===== src/rtl/hazard_stall_ctrl_pkg.sv =====
// Shared types and defaults for the pipeline sequencing controller.
// Imported by the interface, the MUL/DIV counter and the top level.
package pipe_ctrl_pkg;

  typedef enum logic {
    RUN     = 1'b0,
    MD_BUSY = 1'b1
  } md_state_e;

  localparam int N_DEF      = 32;
  localparam int MD_LAT_DEF = 8;
  localparam int CNT_W_DEF  = 16;
  localparam int REG_ZERO   = 0;

  function automatic int md_cnt_w(input int lat);
    return $clog2(lat + 1);
  endfunction

endpackage


===== src/rtl/hazard_stall_ctrl_if.sv =====
// Hazard inputs from ID/EX and pipeline control outputs.
// master drives the hazard inputs, slave is the controller.
interface hazard_stall_ctrl_if
  import pipe_ctrl_pkg::*;
#(
  parameter int N     = N_DEF,
  parameter int CNT_W = CNT_W_DEF
);
  localparam int RW = $clog2(N);

  logic [RW-1:0]    rs_id;
  logic [RW-1:0]    rt_id;
  logic [RW-1:0]    write_reg_ex;
  logic             mem_read_ex;
  logic             branch_taken_ex;
  logic             md_start_ex;
  logic             md_use_id;
  logic             pc_write;
  logic             if_id_write;
  logic             if_id_flush;
  logic             id_ex_flush;
  logic             md_busy;
  logic             md_done;
  logic             md_err;
  logic [CNT_W-1:0] stall_cycles;

  modport master (
    output rs_id, rt_id, write_reg_ex,
    output mem_read_ex, branch_taken_ex,
    output md_start_ex, md_use_id,
    input  pc_write, if_id_write,
    input  if_id_flush, id_ex_flush,
    input  md_busy, md_done, md_err,
    input  stall_cycles
  );

  modport slave (
    input  rs_id, rt_id, write_reg_ex,
    input  mem_read_ex, branch_taken_ex,
    input  md_start_ex, md_use_id,
    output pc_write, if_id_write,
    output if_id_flush, id_ex_flush,
    output md_busy, md_done, md_err,
    output stall_cycles
  );

endinterface


===== src/rtl/hazard_stall_ctrl_md_latency_counter.sv =====
// MUL/DIV occupancy tracker: loads MD_LAT on issue, counts down to 1.
// Flags a sticky error when a new issue arrives while still busy.
module md_latency_counter
  import pipe_ctrl_pkg::*;
#(
  parameter int MD_LAT = MD_LAT_DEF
) (
  input  logic clk,
  input  logic rst,
  input  logic start,
  output logic busy,
  output logic done,
  output logic err
);
  localparam int CW = md_cnt_w(MD_LAT);
  localparam logic [CW-1:0] LAT = CW'(MD_LAT);
  localparam logic [CW-1:0] ONE = CW'(1);

  md_state_e     state;
  logic [CW-1:0] cnt;

  always_ff @(posedge clk or posedge rst) begin
    if (rst) begin
      state <= RUN;
      cnt   <= '0;
      err   <= 1'b0;
    end else begin
      case (state)
        RUN: begin
          if (start) begin
            state <= MD_BUSY;
            cnt   <= LAT;
          end
        end
        MD_BUSY: begin
          // the unit in flight is older than any new issue: keep it
          cnt <= cnt - ONE;
          if (start) err <= 1'b1;
          if (cnt == ONE) state <= RUN;
        end
        default: state <= RUN;
      endcase
    end
  end

  assign busy = (state == MD_BUSY);
  assign done = busy && (cnt == ONE);

endmodule


===== src/rtl/hazard_stall_ctrl.sv =====
// Pipeline sequencing: load-use and MUL/DIV stalls, taken-branch flushes,
// and a saturating count of cycles in which the PC was held.
module hazard_stall_ctrl
  import pipe_ctrl_pkg::*;
#(
  parameter int N      = N_DEF,
  parameter int MD_LAT = MD_LAT_DEF,
  parameter int CNT_W  = CNT_W_DEF
) (
  input  logic                 clk,
  input  logic                 rst,
  hazard_stall_ctrl_if.slave   bus
);
  localparam int RW = $clog2(N);
  localparam logic [RW-1:0] R0 = RW'(REG_ZERO);
  localparam logic [CNT_W-1:0] CNT_ONE = CNT_W'(1);

  logic             md_busy_q;
  logic             md_done_q;
  logic             md_err_q;
  logic             load_use;
  logic             md_stall;
  logic             pc_write;
  logic             if_id_write;
  logic             if_id_flush;
  logic             id_ex_flush;
  logic [CNT_W-1:0] stall_q;

  md_latency_counter #(
    .MD_LAT (MD_LAT)
  ) u_md (
    .clk   (clk),
    .rst   (rst),
    .start (bus.md_start_ex),
    .busy  (md_busy_q),
    .done  (md_done_q),
    .err   (md_err_q)
  );

  assign load_use = bus.mem_read_ex
                 && (bus.write_reg_ex != R0)
                 && ((bus.write_reg_ex == bus.rs_id)
                  || (bus.write_reg_ex == bus.rt_id));

  // the result is bypassable on the final busy cycle
  assign md_stall = md_busy_q && bus.md_use_id && !md_done_q;

  always_comb begin
    pc_write    = 1'b1;
    if_id_write = 1'b1;
    if_id_flush = 1'b0;
    id_ex_flush = 1'b0;
    if (rst) begin
      pc_write    = 1'b0;
      if_id_write = 1'b0;
      if_id_flush = 1'b1;
      id_ex_flush = 1'b1;
    end else if (bus.branch_taken_ex) begin
      if_id_flush = 1'b1;
      id_ex_flush = 1'b1;
    end else if (load_use || md_stall) begin
      pc_write    = 1'b0;
      if_id_write = 1'b0;
      id_ex_flush = 1'b1;
    end
  end

  always_ff @(posedge clk or posedge rst) begin
    if (rst) begin
      stall_q <= '0;
    end else if (!pc_write && (stall_q != '1)) begin
      stall_q <= stall_q + CNT_ONE;
    end
  end

  assign bus.pc_write     = pc_write;
  assign bus.if_id_write  = if_id_write;
  assign bus.if_id_flush  = if_id_flush;
  assign bus.id_ex_flush  = id_ex_flush;
  assign bus.md_busy      = md_busy_q && !rst;
  assign bus.md_done      = md_done_q && !rst;
  assign bus.md_err       = md_err_q;
  assign bus.stall_cycles = stall_q;

endmodule


===== src/flat_wrapper.sv =====
// flat-port wrapper written by rule: the top's interface ports become plain ports
module hazard_stall_ctrl_flat import pipe_ctrl_pkg::*;
#(
  parameter int N      = N_DEF,
  parameter int MD_LAT = MD_LAT_DEF,
  parameter int CNT_W  = CNT_W_DEF
)
  (clk, rst, bus_rs_id, bus_rt_id, bus_write_reg_ex, bus_mem_read_ex, bus_branch_taken_ex, bus_md_start_ex, bus_md_use_id, bus_pc_write, bus_if_id_write, bus_if_id_flush, bus_id_ex_flush, bus_md_busy, bus_md_done, bus_md_err, bus_stall_cycles);
  hazard_stall_ctrl_if #(.N(N), .CNT_W(CNT_W)) bus_i ();
  input  logic clk;
  input  logic rst;
  input wire logic [$bits(bus_i.rs_id)-1:0] bus_rs_id;
  input wire logic [$bits(bus_i.rt_id)-1:0] bus_rt_id;
  input wire logic [$bits(bus_i.write_reg_ex)-1:0] bus_write_reg_ex;
  input wire logic [$bits(bus_i.mem_read_ex)-1:0] bus_mem_read_ex;
  input wire logic [$bits(bus_i.branch_taken_ex)-1:0] bus_branch_taken_ex;
  input wire logic [$bits(bus_i.md_start_ex)-1:0] bus_md_start_ex;
  input wire logic [$bits(bus_i.md_use_id)-1:0] bus_md_use_id;
  output wire logic [$bits(bus_i.pc_write)-1:0] bus_pc_write;
  output wire logic [$bits(bus_i.if_id_write)-1:0] bus_if_id_write;
  output wire logic [$bits(bus_i.if_id_flush)-1:0] bus_if_id_flush;
  output wire logic [$bits(bus_i.id_ex_flush)-1:0] bus_id_ex_flush;
  output wire logic [$bits(bus_i.md_busy)-1:0] bus_md_busy;
  output wire logic [$bits(bus_i.md_done)-1:0] bus_md_done;
  output wire logic [$bits(bus_i.md_err)-1:0] bus_md_err;
  output wire logic [$bits(bus_i.stall_cycles)-1:0] bus_stall_cycles;
  assign bus_i.rs_id = bus_rs_id;
  assign bus_i.rt_id = bus_rt_id;
  assign bus_i.write_reg_ex = bus_write_reg_ex;
  assign bus_i.mem_read_ex = bus_mem_read_ex;
  assign bus_i.branch_taken_ex = bus_branch_taken_ex;
  assign bus_i.md_start_ex = bus_md_start_ex;
  assign bus_i.md_use_id = bus_md_use_id;
  assign bus_pc_write = bus_i.pc_write;
  assign bus_if_id_write = bus_i.if_id_write;
  assign bus_if_id_flush = bus_i.if_id_flush;
  assign bus_id_ex_flush = bus_i.id_ex_flush;
  assign bus_md_busy = bus_i.md_busy;
  assign bus_md_done = bus_i.md_done;
  assign bus_md_err = bus_i.md_err;
  assign bus_stall_cycles = bus_i.stall_cycles;
  hazard_stall_ctrl #(.N(N), .MD_LAT(MD_LAT), .CNT_W(CNT_W)) u_core (.clk(clk), .rst(rst), .bus(bus_i));
endmodule

===== config.mk =====
export PLATFORM = sky130hd
export DESIGN_NAME = hazard_stall_ctrl_flat
export DESIGN_NICKNAME = d
export VERILOG_FILES = /design/src/rtl/hazard_stall_ctrl_pkg.sv /design/src/rtl/hazard_stall_ctrl_if.sv /design/src/rtl/hazard_stall_ctrl_md_latency_counter.sv /design/src/rtl/hazard_stall_ctrl.sv /design/src/flat_wrapper.sv
export SDC_FILE = /design/constraint.sdc
export NUM_CORES = 1
export LEC_CHECK = 0
export CORE_MARGIN = 2
export CORE_UTILIZATION = 45
export CTS_CLUSTER_SIZE = 40
export DETAILED_ROUTE_END_ITERATION = 6
export PLACE_DENSITY = 0.8
export SKIP_CTS_REPAIR_TIMING = 1
export SLEW_MARGIN = 10
export SYNTH_ARGS = -nofsm -noshare
export SYNTH_HDL_FRONTEND = slang
export SYNTH_HIERARCHICAL = 1
export SYNTH_SLANG_ARGS = --single-unit

===== constraint.sdc =====
create_clock -name clk -period 2.81 [get_ports clk]
set_input_delay 0.7025 -clock clk [delete_from_list [all_inputs] [get_ports clk]]
set_output_delay 0.7025 -clock clk [all_outputs]
set_load 0.005 [all_outputs]

==> metrics <==
clock buffer depth=2; Max H-tree Level=1; Seq/Total Area, Yosys=between 40% and 50%; gpl congestion=around 0.74; hold path cells=1; Most used DFF post-synth=dfrtp_1; drt wl/cell=roughly 13 um; final hold viol count=0; Clock Latency Late Sink=~300 ps; largest net degree at the start of global routing=17; post-route cell area=0.001903 mm2; Critical Path Sink Type=output pin; RSZ-0062 raised after global routing=false; buffers and inverters on the worst path=3; antenna-violating nets left=0; CP Cell Sequence=clkdlybuf4s50_1 -> xnor2_2 -> nand3_1 -> o22ai_2 -> buf_4 -> a21oi_4 -> clkbuf_2; cts bufs inserted=3; WP data required=~2100 ps; clock transition at the registers of the reported paths=roughly 100 ps; CTS tree=yes; Synth Cell Area=0.001290 mm2; Leakage=~0.85 nW; initial antenna violation count=0; # diodes=0; final setup margin=approximately 75 ps; synth cell count leaders=dfrtp_1 (22), nand2_1 (19), xnor2_1 (14); Syn-to-layout area delta=47.53%; worst rel slew slack=between 70% and 80%; outcome=completed; slowest stage delay, CP=about 510 ps; first-pass GRT wire length=roughly 4800 um; FP Rows=19; DR pass1 iterations=4; number of synthesis warnings=6; PortBufs=43; Slew Limit Fails=0; CP max-delay cell=clkdlybuf4s50_1; Hold Path Origin=u_core/u_md/err; multi-input logic area=743.2 um2; Setup Crit Path Kind=primary input to output pin; pwr dens=642.3 mW/mm2; Max Clk Rate=about 370 MHz; Core Util, Final=69.61%; initial DRC count=13; flip-flop and latch area=around 550 um2; Worst setup SP type=primary input; synthesized instance count=between 100 and 150; most common cell in the synthesized netlist=dfrtp_1; asr flop ratio synth=100.0%; wirelength, routed=2935 um; layout cells sized above 1=between 10% and 20%; CTS Root Cell=clkbuf_4; post-route minimum period=roughly 2700 ps; crit-path max FO=3; reg-to-reg slack, setup=590 ps; Worst Max-Slew Pin Slew=roughly 400 ps; Final setup viols=0; post-synthesis cell type count=37; syn avg cell area=roughly 10 um2; Die Height=57.54 um; vias per inst=~5.2; share of the synthesized area in the top cell type=a little over two fifths; Worst path top cell family by delay=buffers and inverters; crit path DAT=2030 ps; fin crit share=a little under 100%; area leader, netlist=dfrtp_1; R2R cell count=9; Max Clock Skew=about 8.0 ps; vias after detailed routing=~1.1k; Core ar.=~0.0027 mm2; Setup WS pre-CTS=-510.5 ps; vias in the first global route=around 1.1k; Critical R2R Launch=u_core/u_md/cnt[0]; Max VDD drop=about 0.00061 V; DR DRC count=0; die area=around 0.0033 mm2; reg2reg end=u_core/bus.stall_cycles[14]; # Max-Cap Violations=0; HPWL Detailed=around 2200 um; final-layout fill cell count=around 230; Die W=about 58 um; dominant cells by area after synthesis=dfrtp_1 (43%), xnor2_1 (9.5%), xor2_1 (6.1%); Total GRT Usage=roughly 18%; clock sink count=22; Post-DP Area=0.001831 mm2; register bit total from synthesis=22; starting density of the core=between 40% and 50%; Hold Crit Class=flop to flop; total grt overflow=0; # nets final=roughly 210; Syn Nets=roughly 160; EDFF count, synth=0; I/O Pins=44; WHS Endpoint=u_core/u_md/err
## power by group
part	leakage [nW]	internal (W)	total, W	switching (W)
Combinational	0.567	0.000320	0.000556	0.000236
Sequential	0.268	0.000419	0.000533	0.000114
Clock	0.0138	0.0000499	0.000133	0.0000833
Total	0.848	0.000789	0.00122	0.000434
## flip-flops by register name (all words and copies together) (netlist names)
register / flops
u_core/bus.stall_cycles: 16
u_core/u_md/busy: 1
u_core/u_md/cnt: 4
u_core/u_md/err: 1
## placed cells by master, fill, tap and decap left out, types with 2 or more instances in the layout
| cell | n |
|---|---|
| a21oi_1 | 2 |
| buf_4 | 12 |
| clkbuf_2 | 2 |
| clkbuf_4 | 3 |
| clkdlybuf4s50_1 | 35 |
| dfrtp_1 | 22 |
| dlymetal6s2s_1 | 6 |
| ha_1 | 3 |
| inv_1 | 5 |
| mux2_1 | 3 |
| nand2_1 | 19 |
| nand2b_1 | 2 |
| nand3_1 | 6 |
| nand3b_1 | 2 |
| nand4_1 | 2 |
| nor2_1 | 5 |
| nor2_2 | 2 |
| nor2b_1 | 2 |
| nor3_1 | 6 |
| nor4b_1 | 2 |
| o21ai_0 | 3 |
| or4_4 | 2 |
| xnor2_1 | 13 |
| xor2_1 | 9 |
## area by class of cell
class / instances / share of cell area, %
timing repair buffer: 55 / 27.61
inverter: 6 / 1.183
tap: 31 / 2.038
clock buffer: 3 / 1.183
multi-input combinational: 101 / 39.05
sequential: 22 / 28.93
## kinds of logic after synthesis
kind of cell,share of synthesized area (%)
simple gates,25.80
xor+xnor,15.62
flops,42.68
compound gates,5.237
buf+inv,3.201
mux,4.558
fa+ha+maj,2.910
## through the flow
stage	total power, W	TNS (ps)	instances	hold slack (ps)
after floorplan	0.0008058	0	131	446.9
after global placement	0.001066	-1433	215	438.5
after detailed placement	0.001084	-1723	215	446.1
after CTS	0.001227	-1412	218	470.9
after global routing	0.001323	0	218	498.2
final	0.001222	0	218	465.7
## worst max path at each step
stage                         from              end  cells past startpoint
3_3_place_gp   bus_write_reg_ex[1]  bus_if_id_write                      6
6_report              bus_rt_id[2]  bus_if_id_write                      7
5_1_grt               bus_rt_id[2]  bus_if_id_write                      7
3_5_place_dp   bus_write_reg_ex[1]  bus_if_id_write                      6
4_1_cts        bus_write_reg_ex[1]  bus_if_id_write                      6
2_1_floorplan  bus_write_reg_ex[1]     bus_pc_write                      6
## metal layers
metal	global-route usage, %	up-vias	share of wire, %
li1	-	561	-
met2	30.52	38	50
met3	2.948	2	7.1
met5	0	-	0
met4	7.641	0	0.48
met1	22.53	533	42
Note: power is estimated with default switching activity, not from simulation.
